===== config.mk =====
export PLATFORM = sky130hd
export DESIGN_NAME = inport_fifo
export DESIGN_NICKNAME = d
export VERILOG_FILES = /design/src/rtl/inport_fifo.sv
export SDC_FILE = /design/constraint.sdc
export NUM_CORES = 1
export LEC_CHECK = 0
export CORE_MARGIN = 8
export CORE_UTILIZATION = 35
export DETAILED_ROUTE_END_ITERATION = 8
export GPL_TIMING_DRIVEN = 0
export PLACE_DENSITY = 0.59
export SYNTH_ARGS = -nofsm -noshare
export SYNTH_HDL_FRONTEND = slang
export SYNTH_SLANG_ARGS = --single-unit

===== constraint.sdc =====
create_clock -name clk -period 4.7 [get_ports clk]
set_input_delay 0.47 -clock clk [delete_from_list [all_inputs] [get_ports clk]]
set_output_delay 0.47 -clock clk [all_outputs]
set_load 0.02 [all_outputs]

===== src/rtl/inport_fifo.sv =====
// Input-port FIFO: buffers words from an external device and presents the
// head word to the datapath input port. The control unit pops at most once
// per rising edge of rd_en, however long rd_en is held.
// Optional feature: define INPORT_FIFO_OVF_EN to build the sticky overflow
// flag (set by dev_valid while full, cleared by ovf_clr or reset).
module inport_fifo #(
  parameter int unsigned DEPTH = 8,
  parameter int unsigned AW    = 3
) (
  input  logic          clk,
  input  logic          rst,
  input  logic          dev_valid,
  input  logic [31:0]   dev_data,
  output logic          dev_ready,
  input  logic          rd_en,
  output logic [31:0]   inPort_input,
  output logic          empty,
  output logic          full,
  output logic [AW:0]   count,
  output logic          overflow,
  input  logic          ovf_clr
);

  localparam logic [AW:0] FullCount = (AW + 1)'(DEPTH);

  // Storage is never reset; outputs only read entries between rd_ptr and wr_ptr.
  logic [31:0] mem [DEPTH];

  logic [AW-1:0] wr_ptr_q, wr_ptr_d;
  logic [AW-1:0] rd_ptr_q, rd_ptr_d;
  logic [AW:0]   count_q, count_d;
  logic          rd_en_q;
  logic          pop_edge;
  logic          push;
  logic          pop;

  // Flags come only from the registered count, so no input-to-flag path.
  assign empty     = (count_q == '0);
  assign full      = (count_q == FullCount);
  assign dev_ready = ~full;
  assign count     = count_q;

  // Pop requests are edge-detected so a held rd_en pops exactly once; an edge
  // seen while empty is simply dropped.
  assign pop_edge = rd_en & ~rd_en_q;
  assign push     = dev_valid & dev_ready;
  assign pop      = pop_edge & ~empty;

  // Head word, forced to zero when there is nothing valid to show.
  assign inPort_input = empty ? 32'h0 : mem[rd_ptr_q];

  // Next-state for pointers and occupancy.
  always_comb begin
    wr_ptr_d = wr_ptr_q;
    rd_ptr_d = rd_ptr_q;
    count_d  = count_q;
    if (push) wr_ptr_d = wr_ptr_q + AW'(1);
    if (pop)  rd_ptr_d = rd_ptr_q + AW'(1);
    unique case ({push, pop})
      2'b10:   count_d = count_q + (AW + 1)'(1);
      2'b01:   count_d = count_q - (AW + 1)'(1);
      default: count_d = count_q;
    endcase
  end

  // Control state with asynchronous active-low reset.
  always_ff @(posedge clk or negedge rst) begin
    if (!rst) begin
      wr_ptr_q <= '0;
      rd_ptr_q <= '0;
      count_q  <= '0;
      rd_en_q  <= 1'b0;
    end else begin
      wr_ptr_q <= wr_ptr_d;
      rd_ptr_q <= rd_ptr_d;
      count_q  <= count_d;
      rd_en_q  <= rd_en;
    end
  end

  // Data array write; deliberately not reset.
  always_ff @(posedge clk) begin
    if (push) mem[wr_ptr_q] <= dev_data;
  end

`ifdef INPORT_FIFO_OVF_EN
  logic ovf_q;

  // Sticky overflow: a new offending push wins over a clear on the same edge.
  always_ff @(posedge clk or negedge rst) begin
    if (!rst) begin
      ovf_q <= 1'b0;
    end else if (dev_valid && full) begin
      ovf_q <= 1'b1;
    end else if (ovf_clr) begin
      ovf_q <= 1'b0;
    end
  end

  assign overflow = ovf_q;
`else
  logic unused_ovf_clr;

  assign unused_ovf_clr = ovf_clr;
  assign overflow       = 1'b0;
`endif

endmodule

==> results.ini <==
[timing]
relSlewSlack=0.495
skew_ps=23.0
tightest_slew_ps=757
rsz0062_at_grt=false
hold_viol_final=0
fin_crit_ps=3490
period_share=0.742
drv_slew=0
final-setup-viol-count=0
fmax_mhz=287

[die]
dieArea_mm2=0.0354
start_util=0.353
rows=63
pin_count=77
die_h_um=188
coreArea_mm2=0.0294
die_w_um=188

[global_route]
groute.usage.overall=0.126
grt_pass1_vias=5368
grt_pass1_wl_um=33600
grt_overflow=0
grt_max_degree=24
antenna_found_initial=1

[clock_tree]
root_buffer=clkbuf_16
cts_tree=built
cts.clk_slew.worst_paths_ps=60
clockBufferDepth=3
htree_levels=1
cts_inserted_buffers=28
post_cts_resize_count=0
clk_latency_ps=540
cts_setup_buffers=0
holdBufCountCts=0
clock_sinks=267

[final_layout]
num-fill-cells=2478
instances_no_fill=996
layout_common_cells=edfxtp_1 (256), clkdlybuf4s50_1 (74), mux4_2 (64)
area_growth_pct=23.4
drive_gt1_frac=0.255
final_common_cell=edfxtp_1
fin_nets=629
finalInstanceArea_mm2=0.0128

[placement]
place.port_buffers=74
dpl.hpwl_um=14500
dpl_cell_area_mm2=0.0119
dp.cells=947
place.gp.congestion=0.700

[synthesis]
synth.cell_area_mm2=0.0104
ys_ff_latch=267
postSynthAreaPerCell_um2=22.1
synth_area_leader_cell=edfxtp_1
synth_top_area_frac=0.742
syn_inst=469
synth_top_cells_by_area=edfxtp_1 (74%), mux4_2 (14%), mux2i_1 (3.1%), dfrtp_1 (2.7%), nor2_1 (1.4%)
seq_area_frac_synth=0.768
syn-num-nets=511
ys.warnings.count=0
synth.distinct_cells=30

[detailed_routing]
remaining_drc_errors=0
vias_per_cell=4.87
vias=4847
drtIter0Drc=306
drtAntennaViolNets=0
wire_per_inst_um=22.5
wl_um=22400
dr.pass1.iters=4

[setup_path]
worstPathArrival_ps=3020
cp.required_ps=4230
endpoint_kind=primary output
reg2reg_depth=9
crit_fanout=10
critPathKind=register to primary output
cp-start-kind=register

[worst_hold_path]
min-delay-path-class=primary input to asynchronous set/reset pin

[pwr]
powerDensity_mw_per_mm2=655
power.leakage_uw=0.00422
peakVddDrop_uv=349

[run_status]
status=finished clean

[job]
drv_cap=0

==> critical path: stages (launching register included) <==
cell	delay, ps
dfrtp_1	480
nor4_4	650
clkbuf_1	550
nor2_1	210
clkdlybuf4s50_1	590
==> path summary, 6_finish.rpt <==
path	startpoint	end	slack [ps]
min in group clk	rd_en	rd_en_q	410
max in group asynchronous	rst	rd_ptr_q[2]	4040
min reg2reg	wr_ptr_q[0]	wr_ptr_q[0]	550
max reg2reg	count[2]	count[2]	2030
min	rst	wr_ptr_q[0]	290
max	count[2]	inPort_input[14]	1210
==> cell families (layout without fill, tap and decap cells) <==
| kind of cell | after synthesis | count (layout) | synth area share |
|---|---|---|---|
| XOR/XNOR | 8 | 8 | 0.00676 |
| adder cells (fa/ha/maj) | 5 | 5 | 0.00604 |
| multiplexers | 98 | 98 | 0.172 |
| AND/OR/NAND/NOR | 61 | 61 | 0.0285 |
| flip-flops | 267 | 267 | 0.768 |
| other | 1 | 2 | 0.000362 |
| AO/OA/AOI/OAI | 4 | 4 | 0.00266 |
| buffers and inverters | 25 | 161 | 0.0154 |
==> registers in the layout, summed over array words and instances, names as in the netlist <==
register  flops
mem         256
count         4
rd_ptr_q      3
rd_en_q       1
wr_ptr_q      3
==> synth_stat cells, drive strengths merged <==
master	count
nand3b	1
xor2	5
mux2	2
dfrtp	11
clkbuf	5
mux4	64
and2	1
nand2b	4
buf	18
edfxtp	256
nor3	2
nor2	40
or4b	1
ha	5
a211o	1
nor4	1
xnor2	3
mux2i	32
nor3b	2
conb	1
clkinv	1
inv	1
nand2	9
a41oi	1
a21oi	2
==> power breakdown <==
group	total, µW	internal, µW	leakage, µW	switching, µW
Clock	2190	1330	0.000458	860
Sequential	3120	2990	0.00245	124
Combinational	3070	1440	0.00131	1620
==> area by class of cell <==
cell class	instances	area (µm²)	share of cell area
tap	390	488	0.0382
buffer	23	151	0.0118
multi-input combinational	177	2300	0.180
sequential	267	7960	0.623
inverter	2	8.76	0.000685
clock buffer	31	733	0.0573
clock inverter	17	185	0.0145
timing repair buffer	88	958	0.0749
antenna	1	2.50	0.000196
==> stage by stage <==
stage | setup WS, ps | utilization | hold slack (ps) | total power [µW] | setup TNS (ps)
3_3_place_gp | -1740 | 0.394 | 499 | 6170 | -110290
6_report | 1210 | 0.435 | 291 | 8380 | 0
5_1_grt | 1060 | 0.435 | 309 | 8780 | 0
3_5_place_dp | 1740 | 0.404 | 524 | 6320 | 0
4_1_cts | 1140 | 0.435 | 281 | 8520 | 0
2_1_floorplan | 926 | - | 174 | 5020 | 0
==> metal layers <==
layer | vias to the layer above | share of wire | wire length [µm] | global-route usage
met3 | 30 | 0.061 | 1370 | 0.0316
met5 | - | 0.00058 | 13 | 0
met2 | 110 | 0.52 | 11500 | 0.217
li1 | 2157 | - | - | -
met4 | 2 | 0.014 | 320 | 0.0309
met1 | 2548 | 0.41 | 9150 | 0.156
Power figures use the tool's default switching activity.
